File: src/rtl/multdiv_iter_if.sv
// Operand/result bundle shared between the execute stage and the iterative
// multiply/divide unit.
//
// Signals:
//   data_operandA / data_operandB : two's-complement operands, sampled on start
//   ctrl_MULT / ctrl_DIV          : one-cycle start pulses (MULT has priority)
//   data_result                   : product low word or truncated quotient
//   data_exception                : overflow or divide-by-zero, valid with RDY
//   data_resultRDY                : one-cycle pulse marking result valid
//   data_busy                     : unit is working; pipeline should stall
//
// Modports:
//   master : the pipeline side, drives operands and start pulses
//   slave  : the unit itself
interface multdiv_iter_if #(
  parameter int WIDTH = 32
);
  logic [WIDTH-1:0] data_operandA;
  logic [WIDTH-1:0] data_operandB;
  logic             ctrl_MULT;
  logic             ctrl_DIV;
  logic [WIDTH-1:0] data_result;
  logic             data_exception;
  logic             data_resultRDY;
  logic             data_busy;

  modport master (
    output data_operandA,
    output data_operandB,
    output ctrl_MULT,
    output ctrl_DIV,
    input  data_result,
    input  data_exception,
    input  data_resultRDY,
    input  data_busy
  );

  modport slave (
    input  data_operandA,
    input  data_operandB,
    input  ctrl_MULT,
    input  ctrl_DIV,
    output data_result,
    output data_exception,
    output data_resultRDY,
    output data_busy
  );
endinterface

File: src/rtl/multdiv_iter.sv
// Iterative signed multiply/divide unit for the execute stage.
// MULT uses radix-2 Booth shift-add; DIV uses restoring division on operand
// magnitudes followed by a sign fix-up. Both take WIDTH iterations plus one
// edge to register the result, so the ready pulse appears a fixed 33 edges
// after the start pulse for WIDTH=32.
//
// Ports:
//   clock   : rising-edge clock
//   reset_n : synchronous active-low reset; aborts any operation in flight
//   bus     : multdiv_iter_if slave modport (operands, start pulses, result,
//             exception, ready pulse, busy)
module multdiv_iter #(
  parameter int WIDTH = 32
) (
  input  logic                 clock,
  input  logic                 reset_n,
  multdiv_iter_if.slave        bus
);

  localparam int CW = $clog2(WIDTH + 1);

  typedef enum logic [1:0] {
    IDLE,
    RUN,
    DONE
  } state_t;

  state_t           state_q, state_d;
  logic [CW-1:0]    count_q, count_d;
  logic             is_mult_q, is_mult_d;

  // Booth datapath: accumulator is one bit wider than the operands so that
  // subtracting the most negative multiplicand cannot overflow.
  logic [WIDTH:0]   acc_q, acc_d;
  logic [WIDTH-1:0] q_q, q_d;
  logic             qm1_q, qm1_d;
  logic [WIDTH:0]   m_q, m_d;

  // Restoring divider datapath: quotient register starts as the dividend
  // magnitude and is shifted out MSB-first while quotient bits shift in.
  logic [WIDTH:0]   rem_q, rem_d;
  logic [WIDTH-1:0] quo_q, quo_d;
  logic [WIDTH-1:0] dmag_q, dmag_d;
  logic             neg_q, neg_d;
  logic             div0_q, div0_d;
  logic             divovf_q, divovf_d;

  logic [WIDTH-1:0] result_q, result_d;
  logic             exc_q, exc_d;

  logic                    start;
  logic [WIDTH-1:0]        mag_a;
  logic [WIDTH-1:0]        mag_b;
  logic [WIDTH:0]          booth_sum;
  logic signed [2*WIDTH+1:0] booth_vec;
  logic signed [2*WIDTH+1:0] booth_shift;
  logic [WIDTH+1:0]        div_shift;
  logic [WIDTH+1:0]        div_diff;
  logic [WIDTH+1:0]        prod_hi;
  logic [WIDTH-1:0]        quo_fixed;

  assign start = bus.ctrl_MULT | bus.ctrl_DIV;

  // Magnitudes are unsigned, so the most negative value maps cleanly to
  // 2^(WIDTH-1) without needing a special case.
  assign mag_a = bus.data_operandA[WIDTH-1] ? (~bus.data_operandA + WIDTH'(1))
                                            : bus.data_operandA;
  assign mag_b = bus.data_operandB[WIDTH-1] ? (~bus.data_operandB + WIDTH'(1))
                                            : bus.data_operandB;

  // State, datapath registers and result/exception outputs.
  always_ff @(posedge clock) begin
    if (!reset_n) begin
      state_q   <= IDLE;
      count_q   <= '0;
      is_mult_q <= 1'b0;
      acc_q     <= '0;
      q_q       <= '0;
      qm1_q     <= 1'b0;
      m_q       <= '0;
      rem_q     <= '0;
      quo_q     <= '0;
      dmag_q    <= '0;
      neg_q     <= 1'b0;
      div0_q    <= 1'b0;
      divovf_q  <= 1'b0;
      result_q  <= '0;
      exc_q     <= 1'b0;
    end else begin
      state_q   <= state_d;
      count_q   <= count_d;
      is_mult_q <= is_mult_d;
      acc_q     <= acc_d;
      q_q       <= q_d;
      qm1_q     <= qm1_d;
      m_q       <= m_d;
      rem_q     <= rem_d;
      quo_q     <= quo_d;
      dmag_q    <= dmag_d;
      neg_q     <= neg_d;
      div0_q    <= div0_d;
      divovf_q  <= divovf_d;
      result_q  <= result_d;
      exc_q     <= exc_d;
    end
  end

  // Next-state and datapath logic. A start pulse is handled last so it
  // overrides whatever the current state would do, which gives the silent
  // restart behaviour.
  always_comb begin
    state_d   = state_q;
    count_d   = count_q;
    is_mult_d = is_mult_q;
    acc_d     = acc_q;
    q_d       = q_q;
    qm1_d     = qm1_q;
    m_d       = m_q;
    rem_d     = rem_q;
    quo_d     = quo_q;
    dmag_d    = dmag_q;
    neg_d     = neg_q;
    div0_d    = div0_q;
    divovf_d  = divovf_q;
    result_d  = result_q;
    exc_d     = exc_q;

    booth_sum   = acc_q;
    booth_vec   = '0;
    booth_shift = '0;
    div_shift   = {rem_q, quo_q[WIDTH-1]};
    div_diff    = div_shift - {2'b00, dmag_q};
    prod_hi     = {acc_q, q_q[WIDTH-1]};
    quo_fixed   = neg_q ? (~quo_q + WIDTH'(1)) : quo_q;

    case (state_q)
      RUN: begin
        // count reaches WIDTH after the last iteration; the following edge
        // only registers the result.
        if (count_q == CW'(WIDTH)) begin
          if (is_mult_q) begin
            result_d = q_q;
            exc_d    = !((&prod_hi) || !(|prod_hi));
          end else begin
            result_d = div0_q ? '0 : quo_fixed;
            exc_d    = div0_q | divovf_q;
          end
          state_d = DONE;
        end else begin
          count_d = count_q + CW'(1);
          if (is_mult_q) begin
            case ({q_q[0], qm1_q})
              2'b01:   booth_sum = acc_q + m_q;
              2'b10:   booth_sum = acc_q - m_q;
              default: booth_sum = acc_q;
            endcase
            booth_vec   = {booth_sum, q_q, qm1_q};
            booth_shift = booth_vec >>> 1;
            acc_d       = booth_shift[2*WIDTH+1:WIDTH+1];
            q_d         = booth_shift[WIDTH:1];
            qm1_d       = booth_shift[0];
          end else begin
            if (!div_diff[WIDTH+1]) begin
              rem_d = div_diff[WIDTH:0];
              quo_d = {quo_q[WIDTH-2:0], 1'b1};
            end else begin
              rem_d = div_shift[WIDTH:0];
              quo_d = {quo_q[WIDTH-2:0], 1'b0};
            end
          end
        end
      end
      DONE: begin
        state_d = IDLE;
      end
      default: begin
        state_d = IDLE;
      end
    endcase

    if (start) begin
      state_d   = RUN;
      count_d   = '0;
      is_mult_d = bus.ctrl_MULT;
      acc_d     = '0;
      q_d       = bus.data_operandB;
      qm1_d     = 1'b0;
      m_d       = {bus.data_operandA[WIDTH-1], bus.data_operandA};
      rem_d     = '0;
      quo_d     = mag_a;
      dmag_d    = mag_b;
      neg_d     = bus.data_operandA[WIDTH-1] ^ bus.data_operandB[WIDTH-1];
      div0_d    = (bus.data_operandB == '0);
      // Most negative / -1 is the only quotient that does not fit.
      divovf_d  = (bus.data_operandA == {1'b1, {(WIDTH-1){1'b0}}}) &&
                  (bus.data_operandB == '1);
    end
  end

  assign bus.data_result    = result_q;
  assign bus.data_exception = exc_q;
  assign bus.data_resultRDY = (state_q == DONE);
  assign bus.data_busy      = (state_q != IDLE);

endmodule
File: src/flat_wrapper.sv
// flat-port wrapper written by rule: the top's interface ports become plain ports
module multdiv_iter_flat 
#(
  parameter int WIDTH = 32
)
  (clock, reset_n, bus_data_operandA, bus_data_operandB, bus_ctrl_MULT, bus_ctrl_DIV, bus_data_result, bus_data_exception, bus_data_resultRDY, bus_data_busy);
  multdiv_iter_if #(.WIDTH(WIDTH)) bus_i ();
  input  logic clock;
  input  logic reset_n;
  input wire logic [$bits(bus_i.data_operandA)-1:0] bus_data_operandA;
  input wire logic [$bits(bus_i.data_operandB)-1:0] bus_data_operandB;
  input wire logic [$bits(bus_i.ctrl_MULT)-1:0] bus_ctrl_MULT;
  input wire logic [$bits(bus_i.ctrl_DIV)-1:0] bus_ctrl_DIV;
  output wire logic [$bits(bus_i.data_result)-1:0] bus_data_result;
  output wire logic [$bits(bus_i.data_exception)-1:0] bus_data_exception;
  output wire logic [$bits(bus_i.data_resultRDY)-1:0] bus_data_resultRDY;
  output wire logic [$bits(bus_i.data_busy)-1:0] bus_data_busy;
  assign bus_i.data_operandA = bus_data_operandA;
  assign bus_i.data_operandB = bus_data_operandB;
  assign bus_i.ctrl_MULT = bus_ctrl_MULT;
  assign bus_i.ctrl_DIV = bus_ctrl_DIV;
  assign bus_data_result = bus_i.data_result;
  assign bus_data_exception = bus_i.data_exception;
  assign bus_data_resultRDY = bus_i.data_resultRDY;
  assign bus_data_busy = bus_i.data_busy;
  multdiv_iter #(.WIDTH(WIDTH)) u_core (.clock(clock), .reset_n(reset_n), .bus(bus_i));
endmodule
File: config.mk
export PLATFORM = sky130hd
export DESIGN_NAME = multdiv_iter_flat
export DESIGN_NICKNAME = d
export VERILOG_FILES = /design/src/rtl/multdiv_iter_if.sv /design/src/rtl/multdiv_iter.sv /design/src/flat_wrapper.sv
export SDC_FILE = /design/constraint.sdc
export NUM_CORES = 1
export LEC_CHECK = 0
export BUFFER_PORTS_ARGS = -buffer_cell sky130_fd_sc_hd__buf_2
export CORE_UTILIZATION = 40
export DETAILED_ROUTE_END_ITERATION = 6
export GPL_ROUTABILITY_DRIVEN = 0
export SYNTH_ARGS = -nofsm -noshare
export SYNTH_HDL_FRONTEND = slang
export SYNTH_SLANG_ARGS = --single-unit
File: constraint.sdc
create_clock -name clock -period 9.6 [get_ports clock]
set_input_delay 1.92 -clock clock [delete_from_list [all_inputs] [get_ports clock]]
set_output_delay 1.92 -clock clock [all_outputs]
set_load 0.02 [all_outputs]
After elaboration in Yosys (flattened, before gate mapping)
Cells that the tools add are included.
- register bits: 239
- eq/ne operators: 10
- reductions and logical operators: 18
- mux-type cells: 20
- bitwise operators: 10
- add/subtract/negate cells: 7
- operators by type and width (cell ; count):
    $mux 32 ; 13
    $add 32x1->32 const B ; 3
    $not 32->32 ; 3
    $pmux 33 s2 ; 1
    $eq 32x32->1 const B ; 2
    $reduce_and 34->1 ; 1
    $reduce_or 34->1 ; 1
    $sub 34x32->34 ; 1
    $add 32x32->33 ; 1
    $mux 33 ; 1
    $sub 32x32->33 ; 1
    $logic_not 32->1 ; 1
    $reduce_and 3->1 ; 4
    $add 6x1->6 const B ; 1
    $eq 6x6->1 const B ; 1
    $reduce_bool 2->1 ; 3
    $mux 1 ; 5
    $eq 2x1->1 const B ; 2
    $eq 2x2->1 const B ; 2
    $not 1->1 ; 4
    $reduce_and 2->1 ; 2
    $ne 3x1->1 const B ; 1
    $reduce_or 3->1 ; 1
    $logic_not 1->1 ; 2
    7 further kinds ; 8

Depth between registers and ports, before layout
- word-level depth: 6
- mapped depth: 19
- depth with buffers taken out: 18

Worst setup path after synthesis
Ideal clock, no wire load.
- kind: input to register
- start: input bus_data_operandA[10]
- end: register u_core.quo_q[30]
- library setup time: 0.129 ns
- arrival: 4.756 ns
- buffers on the path: 0
- path slack: 4.715 ns
- stages on the path: 9
- cell sequence: or4_4 or4_1 or2_1 or3_4 or4_4 or4_4 o31ai_4 xor2_1 a21oi_1
- longest elaborated chain between the ends: 4
- RTL lines (what ; line ; text):
    start, declared ; flat_wrapper.sv:10 ; input wire logic [$bits(bus_i.data_operandA)-1:0] bus_data_operandA;
    $not 32->32 ; multdiv_iter.sv:66 ; assign mag_a = bus.data_operandA[WIDTH-1] ? (~bus.data_operandA + WIDTH'(1))
    $add 32x1->32 ; multdiv_iter.sv:66 ;
    $mux 32 ; multdiv_iter.sv:66 ;
    $mux 32 ; multdiv_iter.sv:181 ; if (start) begin
    end signal, assigned ; multdiv_iter.sv:98 ; quo_q <= quo_d;
    end, declared ; multdiv_iter.sv:42 ; logic [WIDTH-1:0] quo_q, quo_d;
Every way passes these cells.
A chain may end at the register's enable or synchronous reset.

Worst setup path in the final report
- start: register u_core.m_q[10]
- end: register u_core.acc_q[31]
- longest elaborated chain between the ends: 2
- elaborated cells on any way between the ends: 3
- RTL lines (what ; line ; text):
    start, declared ; multdiv_iter.sv:37 ; logic [WIDTH:0] m_q, m_d;
    start signal, assigned ; multdiv_iter.sv:96 ; m_q <= m_d;
    $sub 32x32->33 / $add 32x32->33 (equally long branches) ; multdiv_iter.sv:154, multdiv_iter.sv:153 ;
    $pmux 33 s2 * ; multdiv_iter.sv:152 ; case ({q_q[0], qm1_q})
    end signal, assigned ; multdiv_iter.sv:77 ; acc_q <= '0;
    end signal, assigned ; multdiv_iter.sv:93 ; acc_q <= acc_d;
    end, declared ; multdiv_iter.sv:34 ; logic [WIDTH:0] acc_q, acc_d;
Mark *: on every way between the ends. The rest lies on a longest branch, timed or not.

==> impl_metrics.tcl <==
set metrics [dict create \
    clk_pin_slew_ns 0.06 \
    synth-seq-cells 239 \
    fmax_ghz 0.2099 \
    muxShareOfSynthArea 0.01623 \
    register_area_mm2 0.004785 \
    grt_pass1_vias 14520 \
    syn_nets 2265 \
    io_buffers 102 \
    cp-end-kind "flip-flop" \
    antenna_found_initial 2 \
    boundaryPins 103 \
    yosysTopAreaCell "dfxtp_1" \
    slew_violations 0 \
    cp.arrival_ns 5.26 \
    synth_compound_area_frac 0.2668 \
    yosys.area_share.xor_xnor 0.09177 \
    initial_utilization 0.4101 \
    dp_hpwl_um 35040 \
    hold_class "flip-flop to flip-flop" \
    cts_tree "built" \
    placed_area_mm2 0.01682 \
    synthAdderAreaFrac 0.05868 \
    grt_use_total 0.2318 \
    min_period_ns 4.764 \
    hold_violations 0 \
    cts_made_buffers 30 \
    p_leak_nw 7.036 \
    synthArstFlopShare 0 \
    drive_gt1_frac 0.09070 \
    r2r_slack_ns 4.84 \
    dieHeight_um 202.2 \
    dr.first_iter.drc_count 1060 \
    tightest_slew_ns 1.072 \
    hold_path_end "u_core.qm1_q$_SDFFE_PP0P_" \
    fillers 4007 \
    hp-start "u_core.qm1_q$_SDFFE_PP0P_" \
    worstRegToRegCells 16 \
    viasPerCell 5.746 \
    worstSetupStartpointType "flip-flop" \
    hold_buffers 0 \
    synth_simple_gate_area_frac 0.2180 \
    fin_util 0.4564 \
    die_w_um 202.2 \
    hold-path-cell-count 2 \
    routed_wl_um 48560 \
    ys_warn_count 0 \
    fin_nets 2281 \
    r2r_end "u_core.acc_q[31]$_SDFFE_PP0P_" \
    dp_slack_ns 4.370 \
    multiInputGateArea_mm2 0.01048 \
    fp-row-count 72 \
    finalNonFillerCells 2681 \
    synth_ff_type "dfxtp_1" \
    worstPathMaxFanout 7 \
    grt_max_degree 106 \
    syn_area_per_cell_um2 7.553 \
    setup-tns-final_ns 0 \
    drt.antenna.violating_nets 0 \
    cap_violations 0 \
    htreeDepth 1 \
    synth_area_mm2 0.01603 \
    yosysSeqAreaShare 0.2984 \
    overflow 0 \
    rsz0062_at_grt "false" \
    fin_skew_ns 0.03898 \
    core_mm2 0.03910 \
    grt_pass1_wl_um 78070 \
    cts_setup_buffers 0 \
    wl_per_cell_um 18.11 \
    cts_root_buf "clkbuf_16" \
    setup_ws_ns 4.836 \
    vias 15400 \
    dieArea_mm2 0.04089 \
    p_per_area_mw_per_mm2 159.3 \
    whs_ns 0.4579 \
    timing.slew.headroom 0.2856 \
    final_area_mm2 0.01784 \
    clock-sinks 239 \
    clk_path_buf_depth 3 \
    cts_resized 0 \
    drc 0 \
    yosys-top-cells-area "dfxtp_1 (30%), nand2_1 (7.4%), xnor2_1 (5.8%), ha_1 (5.6%), a21oi_1 (4.8%)" \
    status "complete, no violations" \
    synth_top_family_by_area "compound AO/OA/AOI/OAI gates" \
    synth_edf_count 0 \
    dp_cells 2625 \
    drtPass1Iterations 5 \
    worstSkewPairLatency_ns 0.60 \
    required_ns 10.10 \
    vdd_drop_max_uv 127.0 \
    power_mw 2.842 \
    synth.top_cell.area_share 0.2984 \
    finalCritPeriodShare 0.4963 \
    synth_cell_types 75 \
    area_growth_pct 11.28 \
    path_class "flip-flop to flip-flop" \
    final-setup-viol-count 0 \
    timing.rr.start "u_core.m_q[10]$_SDFFE_PN0N_" \
    syn_inst 2123 \
]
## layout make-up
type,instances,area share
diodes,2,0.0002805
clock buffers,43,0.04817
clock inverters,11,0.009116
inverters,68,0.01444
multi-input cells,1680,0.5873
flip-flops and latches,239,0.2681
well taps,518,0.03632
repair buffers,120,0.03618
## cell usage in the layout, fill, tap and decap left out, types with 9 or more instances in the layout
cell type,instances
nand2_1,318
dfxtp_1,239
nor2_1,197
a21oi_1,153
o21ai_0,134
xnor2_1,106
buf_2,102
ha_1,72
inv_1,67
xor2_1,61
a311oi_1,58
a211oi_1,58
nand3_1,42
a21o_1,36
nand4_1,30
o31ai_1,30
clkbuf_16,30
nor3_1,28
a31oi_1,27
mux2i_1,26
o211ai_1,24
nor4_1,23
and3_1,21
a22oi_1,19
a21boi_0,19
nand2b_1,18
buf_4,18
or4_1,17
nor2b_1,16
o41ai_1,16
or3_1,13
and2_1,11
o21a_1,9
## per-layer routing
layer,part of all wire,vias to the layer above,wire [um],track usage
li1,-,7709,-,-
met1,0.46,7263,22230,0.3107
met2,0.46,362,22150,0.3756
met3,0.055,70,2691,0.03805
met4,0.031,0,1488,0.07922
met5,0,-,0,0
## critical path: stages, from the launching register on
cell       delay, ns
dfxtp_1         0.35
or4_1           0.60
nor4_1          0.55
nand4_1         0.36
nor4_1          0.27
nor2_1          0.09
xnor2_1         0.21
ha_1            0.35
a21o_1          0.24
a211oi_1        0.29
nand2_1         0.08
o21ai_0         0.08
a31oi_1         0.11
o21ai_0         0.45
o2111ai_1       0.24
a31o_2          0.28
a21oi_1         0.12
## cells in the mapped netlist (5+ instances only)
cell type and instances:
and4_1 5, o22ai_1 7, nor2_1 199, o31ai_1 30
and3_1 21, o21a_1 9, a21o_1 36, a311oi_1 58
a211oi_1 58, and2_1 12, a22oi_1 19, nor3_1 28
o211ai_1 24, a31oi_1 27, o21ai_0 134, or4_1 17
nor4_1 23, or2_2 8, inv_1 68, nor2b_1 17
xor2_1 61, or3_1 13, nand4_1 30, o41ai_1 16
nand3_1 42, dfxtp_1 239, buf_1 7, xnor2_1 107
a21boi_0 19, nand2b_1 18, a211o_1 5, nand2_1 318
mux2i_1 26, clkbuf_1 121, ha_1 72, o21bai_1 8
a21oi_1 153
## sequential cells by signal, indices dropped and copies added (netlist names), 2 cells and up
| register | cells |
|---|---|
| u_core.rem_q | 33 |
| u_core.acc_q | 32 |
| u_core.bus.data_result | 32 |
| u_core.dmag_q | 32 |
| u_core.m_q | 32 |
| u_core.q_q | 32 |
| u_core.quo_q | 32 |
| u_core.count_q | 6 |
| u_core.state_q | 2 |
## where the power goes
part / internal, mW / total [mW] / switching (mW)
sequential: 1.04 / 1.09 / 0.0534
combinational: 0.222 / 0.579 / 0.357
clock: 0.702 / 1.17 / 0.468
total: 1.96 / 2.84 / 0.878
## cell families after synthesis
kind of cell / count (synthesis)
simple gates: 767
compound gates: 645
flops: 239
buf+inv: 204
xor+xnor: 168
fa+ha+maj: 74
mux: 26
## how the worst max path moves through the flow
| stage | start | end | slack, ns | cells after the start |
|---|---|---|---|---|
| floorplan | bus_data_operandA[10] | u_core.quo_q[30]$_SDFFE_PN0P_ | 4.71 | 9 |
| global placement | bus_data_operandA[10] | u_core.quo_q[29]$_SDFFE_PN0P_ | 4.41 | 10 |
| detailed placement | bus_data_operandA[10] | u_core.quo_q[29]$_SDFFE_PN0P_ | 4.37 | 10 |
| CTS | u_core.m_q[10]$_SDFFE_PN0N_ | u_core.acc_q[31]$_SDFFE_PP0P_ | 4.90 | 16 |
| global route | u_core.m_q[2]$_SDFFE_PN0N_ | u_core.acc_q[31]$_SDFFE_PP0P_ | 4.46 | 18 |
| finish | u_core.m_q[10]$_SDFFE_PN0N_ | u_core.acc_q[31]$_SDFFE_PP0P_ | 4.84 | 16 |
Power figures use the tool's default switching activity.
